File: src/rtl/input_pkg.sv
// Shared types for the direction-input path: direction encoding and
// the one-shot key filter state.
package input_pkg;

  localparam int NUM_DIRS = 4;

  typedef enum logic [1:0] {
    UP    = 2'd0,
    DOWN  = 2'd1,
    LEFT  = 2'd2,
    RIGHT = 2'd3
  } dir_t;

  typedef enum logic [1:0] {
    IDLE  = 2'd0,
    PULSE = 2'd1,
    HOLD  = 2'd2
  } pulse_state_t;

endpackage

File: src/rtl/key_pulse.sv
// One-shot filter: turns a synchronous button level into a single-cycle
// pulse per press, regardless of how long the button is held.
module key_pulse
  import input_pkg::*;
(
  input  logic CLOCK_50,
  input  logic reset_n,
  input  logic in,
  output logic out
);

  pulse_state_t state_reg, state_next;

  always_ff @(posedge CLOCK_50 or negedge reset_n) begin
    if (!reset_n) begin
      state_reg <= IDLE;
    end else begin
      state_reg <= state_next;
    end
  end

  always_comb begin
    state_next = IDLE;
    out        = 1'b0;
    case (state_reg)
      IDLE:    if (in) state_next = PULSE;
      PULSE: begin
        out = 1'b1;
        if (in) state_next = HOLD;
      end
      HOLD:    if (in) state_next = HOLD;
      default: state_next = IDLE;
    endcase
  end

endmodule

File: src/rtl/dir_request_arbiter.sv
// Collects one-shot key presses into per-direction pending bits, grants them
// round-robin into a small direction FIFO feeding the movement engine.
module dir_request_arbiter
  import input_pkg::*;
#(
  parameter int DEPTH = 2
) (
  input  logic       CLOCK_50,
  input  logic       reset_n,
  input  logic       key_up,
  input  logic       key_down,
  input  logic       key_left,
  input  logic       key_right,
  input  logic       move_ready,
  output logic       dir_valid,
  output logic [1:0] dir,
  output logic       overflow
);

  localparam int PW = $clog2(DEPTH);
  localparam int CW = $clog2(DEPTH + 1);

  logic [NUM_DIRS-1:0] key_vec, pulse_vec;
  logic [NUM_DIRS-1:0] pending_reg, pending_next, grant_vec;
  dir_t                rr_ptr_reg, rr_ptr_next, grant_dir, cand;
  logic                grant_any, pop, can_accept;
  logic                overflow_reg, overflow_next;
  logic [PW-1:0]       rd_ptr_reg, wr_ptr_reg;
  logic [CW-1:0]       count_reg;
  dir_t                fifo_mem [DEPTH];

  assign key_vec = {key_right, key_left, key_down, key_up};

  for (genvar gi = 0; gi < NUM_DIRS; gi++) begin : g_filter
    key_pulse u_key_pulse (
      .CLOCK_50 (CLOCK_50),
      .reset_n  (reset_n),
      .in       (key_vec[gi]),
      .out      (pulse_vec[gi])
    );
  end

  function automatic logic [PW-1:0] ptr_inc(input logic [PW-1:0] p);
    return (p == PW'(DEPTH - 1)) ? '0 : p + PW'(1);
  endfunction

  assign dir_valid  = (count_reg != '0);
  assign dir        = fifo_mem[rd_ptr_reg];
  assign overflow   = overflow_reg;
  assign pop        = dir_valid && move_ready;
  assign can_accept = (count_reg < CW'(DEPTH)) || pop;

  // Round-robin search over the registered pending bits, starting at rr_ptr.
  always_comb begin
    grant_any = 1'b0;
    grant_dir = rr_ptr_reg;
    cand      = rr_ptr_reg;
    for (int k = 0; k < NUM_DIRS; k++) begin
      cand = dir_t'(rr_ptr_reg + 2'(k));
      if (!grant_any && can_accept && pending_reg[cand]) begin
        grant_any = 1'b1;
        grant_dir = cand;
      end
    end
    grant_vec = '0;
    if (grant_any) grant_vec[grant_dir] = 1'b1;
    // A fresh pulse re-arms a direction granted in the same cycle without loss.
    pending_next  = (pending_reg & ~grant_vec) | pulse_vec;
    overflow_next = overflow_reg | (|(pulse_vec & pending_reg & ~grant_vec));
    rr_ptr_next   = grant_any ? dir_t'(grant_dir + 2'd1) : rr_ptr_reg;
  end

  always_ff @(posedge CLOCK_50 or negedge reset_n) begin
    if (!reset_n) begin
      pending_reg  <= '0;
      rr_ptr_reg   <= UP;
      overflow_reg <= 1'b0;
      rd_ptr_reg   <= '0;
      wr_ptr_reg   <= '0;
      count_reg    <= '0;
    end else begin
      pending_reg  <= pending_next;
      rr_ptr_reg   <= rr_ptr_next;
      overflow_reg <= overflow_next;
      if (grant_any) wr_ptr_reg <= ptr_inc(wr_ptr_reg);
      if (pop)       rd_ptr_reg <= ptr_inc(rd_ptr_reg);
      case ({grant_any, pop})
        2'b10:   count_reg <= count_reg + CW'(1);
        2'b01:   count_reg <= count_reg - CW'(1);
        default: count_reg <= count_reg;
      endcase
    end
  end

  always_ff @(posedge CLOCK_50 or negedge reset_n) begin
    if (!reset_n) begin
      for (int i = 0; i < DEPTH; i++) fifo_mem[i] <= UP;
    end else if (grant_any) begin
      fifo_mem[wr_ptr_reg] <= grant_dir;
    end
  end

endmodule

File: config.mk
export PLATFORM = sky130hd
export DESIGN_NAME = dir_request_arbiter
export DESIGN_NICKNAME = d
export VERILOG_FILES = /design/src/rtl/input_pkg.sv /design/src/rtl/key_pulse.sv /design/src/rtl/dir_request_arbiter.sv
export SDC_FILE = /design/constraint.sdc
export NUM_CORES = 1
export LEC_CHECK = 0
export ABC_AREA = 1
export CELL_PAD_IN_SITES_DETAIL_PLACEMENT = 1
export CELL_PAD_IN_SITES_GLOBAL_PLACEMENT = 1
export CORE_MARGIN = 1
export CORE_UTILIZATION = 47
export DETAILED_ROUTE_END_ITERATION = 8
export PLACE_DENSITY_LB_ADDON = 0.1
export SLEW_MARGIN = 10
export SYNTH_ARGS = -nofsm -noshare
export SYNTH_HDL_FRONTEND = slang
export SYNTH_SLANG_ARGS = --single-unit
export TNS_END_PERCENT = 10
File: constraint.sdc
create_clock -name CLOCK_50 -period 3.1 [get_ports CLOCK_50]
set_input_delay 0.31 -clock CLOCK_50 [delete_from_list [all_inputs] [get_ports CLOCK_50]]
set_output_delay 0.31 -clock CLOCK_50 [all_outputs]
set_load 0.01 [all_outputs]
* Word-level counts from Yosys, hierarchy flattened
Cells that the tools add are included.
** Cells by class
- Bitwise operators :: 8
- Reduce and logical (&&, ||, !) cells :: 25
- Equality and inequality tests :: 10
- $add $sub $neg :: 8
- Magnitude comparators :: 10
- Mux-type cells :: 43
** Operator list (number)
- 2-bit two-way mux :: 11
- 2-bit case mux with 2 select lines :: 5
- 1-bit two-way mux :: 19
- 2-bit by 3-bit < comparator with 1-bit output, second input constant :: 5
- 4-bit AND :: 3
- 2-bit by 1-bit equality test with 1-bit output, second input constant :: 5
- 2-bit equality test, second input constant :: 5
- 1-bit logical AND :: 10
- 1-bit binary-select mux with 2-bit select :: 4
- 2-bit zero test :: 4
- 2-bit OR reduction :: 4
- 2-bit by 1-bit adder with 2-bit output, second input constant :: 3
- 2-bit adder, second input constant :: 2
- 4-bit bitwise mux :: 1
- 2-bit >= comparator, second input constant :: 2
- 4-bit two-way mux :: 1
- 1-bit inverter with 2-bit output :: 2
- 4-bit inverter :: 1
- 4-bit OR :: 1
- 2-bit nonzero test :: 2
- 4-bit OR reduction :: 1
- 1-bit zero test :: 3
- 1-bit adder, second input constant :: 2
- 1-bit demux with 2-bit select :: 1
- 7 further kinds :: 7
** Word-level totals
- Logic and storage cells :: 116
- Input port bits :: 7
- Register bits after elaboration :: 23

* Depth between registers and ports, before layout
- Depth after elaboration :: 26
- Mapped depth :: 18
- Gate-level depth less buffers :: 17

* Modules after synthesis
A second synthesis with hierarchy kept.
** Second synthesis, totals
- Cell total of the unflattened synthesis :: 193
- Area total of the unflattened synthesis :: 1561.5 um^2
** Modules (own cells, without submodules)
- dir_request_arbiter :: cells each 149, area each 1111.1 um^2, instances 1
- key_pulse :: cells each 11, area each 112.6 um^2, instances 4

* Worst setup path before layout
No wires, ideal clock.
- Path kind :: register to register
- From :: register rr_ptr_reg[0]
- To :: register count_reg[1]
- Library setup time :: 0.125 ns
- Slack :: 1.233 ns
- Period minus slack after synthesis :: 1.867 ns
- Required time :: 2.975 ns
- Cell stages (with the launch flop) :: 15
- Path buffers :: 1
- Arrival :: 1.741 ns
- Cell sequence :: dfrtp_1 -> inv_1 -> buf_6 -> nand2_2 -> nand2_2 -> nand2_1 -> nand2_2 -> nand2_2 -> nand2_4 -> nand2_2 -> nor2_4 -> ha_1 -> a21oi_1 -> o21ai_0 -> xnor2_1
** Between the ends
- Longest elaborated chain between the ends :: 18
- Elaborated cells on any way between the ends :: 29
** RTL lines
- start: declaration :: line dir_request_arbiter.sv:25 : dir_t rr_ptr_reg, rr_ptr_next, grant_dir, cand;
- start signal: assignment :: line dir_request_arbiter.sv:83 : rr_ptr_reg <= rr_ptr_next;
- 1-bit binary-select mux with 2-bit select :: line dir_request_arbiter.sv:60 : if (!grant_any && can_accept && pending_reg[cand]) begin
- 1-bit two-way mux (not written as such) :: line dir_request_arbiter.sv:60
- 1-bit logical AND :: line dir_request_arbiter.sv:60
- 1-bit two-way mux :: line dir_request_arbiter.sv:60
- 1-bit zero test :: line dir_request_arbiter.sv:60
- 1-bit logical AND (2 in a row) :: line dir_request_arbiter.sv:60
- 1-bit two-way mux :: line dir_request_arbiter.sv:60
- 1-bit zero test :: line dir_request_arbiter.sv:60
- 1-bit logical AND (2 in a row) :: line dir_request_arbiter.sv:60
- 1-bit two-way mux :: line dir_request_arbiter.sv:60
- 1-bit zero test :: line dir_request_arbiter.sv:60
- 1-bit logical AND (2 in a row) :: line dir_request_arbiter.sv:60
- 1-bit two-way mux (*) :: line dir_request_arbiter.sv:60
- 2-bit by 1-bit equality test with 1-bit output or 2-bit equality test (tied branches) :: line dir_request_arbiter.sv:87 : case ({grant_any, pop})
- 2-bit case mux with 2 select lines or 2-bit nonzero test (tied branches)
- end signal: assignment :: line dir_request_arbiter.sv:88 : 2'b10: count_reg <= count_reg + CW'(1);
- end signal: assignment :: line dir_request_arbiter.sv:89 : 2'b01: count_reg <= count_reg - CW'(1);
- end signal: assignment :: line dir_request_arbiter.sv:90 : default: count_reg <= count_reg;
- end: declaration :: line dir_request_arbiter.sv:29 : logic [CW-1:0] count_reg;
Mark *: on every way between the ends. The rest lies on a longest branch, timed or not. The select of a mux whose other input is x is not followed.
A chain may end at the register's enable or synchronous reset.

* Final worst setup path
Ends and elaborated chain as after synthesis.

==> flow_summary.yaml <==
floorplanning:
  io_pins: 11
  dieArea_sq_um: 3554
  core-area_sq_um: 3103
  start_util_pct: 50.28
  die_h_microns: 59.62
  fp-row-count: 20
  die_w_microns: 59.62
critical_path:
  arrival_ns: 2.78
  rr_startpoint: "rr_ptr_reg[0]"
  critical_path.max_fanout: 11
  crit_path_start_kind: "flip-flop"
  r2r_slack_ns: 0.53
  worst_setup_path_end_kind: "flip-flop"
  reg2reg_to: "count_reg[1]"
  required_ns: 3.32
  ff2ff_path_depth: 10
  crit_type: "flip-flop to flip-flop"
routing:
  drtPass1Iterations: 4
  wl_per_cell_microns: 13.24
  vias: 1228
  dr.first_iter.drc_count: 52
  drt_wl_total_microns: 3297
  postRouteAntennaNets: 0
  drc_errors: 0
  viasPerCell: 4.932
placed_design:
  io_buffers: 10
  gp_congestion: 0.8092
  hpwlAfterDp_microns: 2698
  dp.cells: 245
synthesis:
  yosysWarnings: 0
  ys_ff_latch: 23
  synth_cell_types: 26
  syn_area_per_cell_sq_um: 8.084
  seq_area_frac_synth_pct: 36.89
  synth_cells: 193
  synth_area_sq_um: 1560
  syn_nets: 213
sta:
  skew_ns: 0.009022
  setup_viol: 0
  finalHoldViolCount: 0
  slew_violations: 0
  fin_setup_tns_ns: 0
  min_period_over_period_pct: 82.75
  relSlewSlack_pct: 66.86
  period_needed_ns: 2.565
  worst_pin_slew_ns: 0.4971
  fmax_mhz: 389.8
  rsz0062_at_grt: "false"
global_routing:
  grt_pass1_vias: 1368
  antenna_found_initial: 0
  grt-ovfl-total: 0
  grt.total_usage_pct: 21.92
  grt_pass1_wl_microns: 5775
  grt_start_max_net_pins: 24
clock_network:
  ctsHoldBuffers: 0
  clock-root-buffer: "clkbuf_4"
  post_cts_resized: 0
  post_cts_buffers: 0
  clock-sinks: 23
  clk_pin_slew_ns: 0.13
  clkLatencyLatePin_ns: 0.32
  cts_buffer_depth: 2
  cts_tree: "done"
  h-tree-depth: 1
  numCtsBuffers: 3
finish:
  nFillCells: 421
  largest_reg_flops: 8
  final_common_cell: "nand2_1"
  nNetsFinal: 226
  final_cells: 249
  syn_to_final_growth_pct: 10.02
  drive_above_1_share_pct: 20.00
  most-common-layout-cells: "58 x nand2_1, 25 x inv_1, 23 x dfrtp_1"
  fin_util_pct: 55.32
  diodes: 0
run:
  maxCapViolCount: 0
run_status:
  status: "complete, no violations"
min_path:
  hp-class: "primary input to async pin"
how the worst max path moves through the flow:
stage | start | to | slack (ns) | cells after the start
global route | rr_ptr_reg[0] | count_reg[1] | 0.34 | 10
CTS | rr_ptr_reg[0] | count_reg[1] | 0.53 | 13
finish | rr_ptr_reg[0] | count_reg[1] | 0.53 | 10
global placement | rr_ptr_reg[0] | count_reg[1] | 0.71 | 13
detailed placement | rr_ptr_reg[0] | count_reg[1] | 0.53 | 13
floorplan | rr_ptr_reg[0] | count_reg[1] | 1.23 | 14
Yosys cell counts:
master | n | area, sq um
a21o_1 | 2 | 15.01
a21o_2 | 1 | 8.760
a21oi_1 | 3 | 15.01
a21oi_2 | 1 | 8.760
buf_6 | 3 | 33.78
dfrtp_1 | 23 | 575.6
ha_1 | 13 | 162.7
inv_1 | 25 | 93.84
inv_2 | 3 | 11.26
inv_6 | 1 | 8.760
nand2_1 | 58 | 217.7
nand2_2 | 16 | 100.1
nand2_4 | 4 | 45.04
nand3_1 | 5 | 25.02
nand3_2 | 6 | 60.06
nand4_1 | 3 | 18.77
nand4_2 | 1 | 12.51
nor2_1 | 10 | 37.54
nor2_4 | 2 | 22.52
o21ai_0 | 6 | 30.03
o21ai_2 | 1 | 8.760
o21bai_1 | 1 | 7.510
o221ai_1 | 1 | 8.760
or2_1 | 1 | 6.260
xnor2_1 | 2 | 17.52
xor2_1 | 1 | 8.760
metal layers:
layer / vias to the layer above / track usage, % / share of wire (%)
li1: 614 / - / -
met1: 589 / 23.80 / 41
met2: 16 / 42.05 / 55
met3: 9 / 3.057 / 2.0
met4: 0 / 8.970 / 2.2
met5: - / 0 / 0
metrics by stage:
step	hold WS, ns	worst slack (ns)	cell area (sq um)
5_1_grt	0.3465	0.3395	1717
4_1_cts	0.3321	0.5348	1717
6_report	0.3290	0.5348	1717
3_5_place_dp	0.4933	0.5345	1689
3_3_place_gp	0.4787	0.7128	1689
2_1_floorplan	0.01441	1.233	1560
cells by family (layout without fill, tap and decap cells):
| kind of cell | Yosys count | after routing | synth area share, % |
|---|---|---|---|
| DFF | 23 | 23 | 36.89 |
| and+or+nand+nor | 106 | 106 | 34.96 |
| AOI/OAI and AO/OA | 16 | 16 | 6.576 |
| adders and majority gates | 13 | 13 | 10.43 |
| buffers and inverters | 32 | 44 | 9.463 |
| xor gates and xnor gates | 3 | 3 | 1.684 |
critical path: stages, from the launching register on:
cell	delay (ns)
dfrtp_1	0.67
inv_1	0.35
nand2_1	0.20
nand2_4	0.07
a21oi_1	0.23
nor2_4	0.11
nor2_4	0.20
ha_1	0.28
a21oi_1	0.11
o21ai_0	0.11
xnor2_1	0.14
layout make-up:
type,count,area (sq um),share of cell area [%]
clock inverter,1,5.005,0.2915
sequential,23,575.6,33.53
clock buffer,3,22.52,1.312
inverter,29,113.9,6.633
tap,44,55.05,3.207
timing repair buffer,11,107.6,6.268
multi-input combinational,138,837.1,48.76
Power is not shown: default switching activity piles up to over one toggle a cycle in this logic, so the estimate is an artifact.
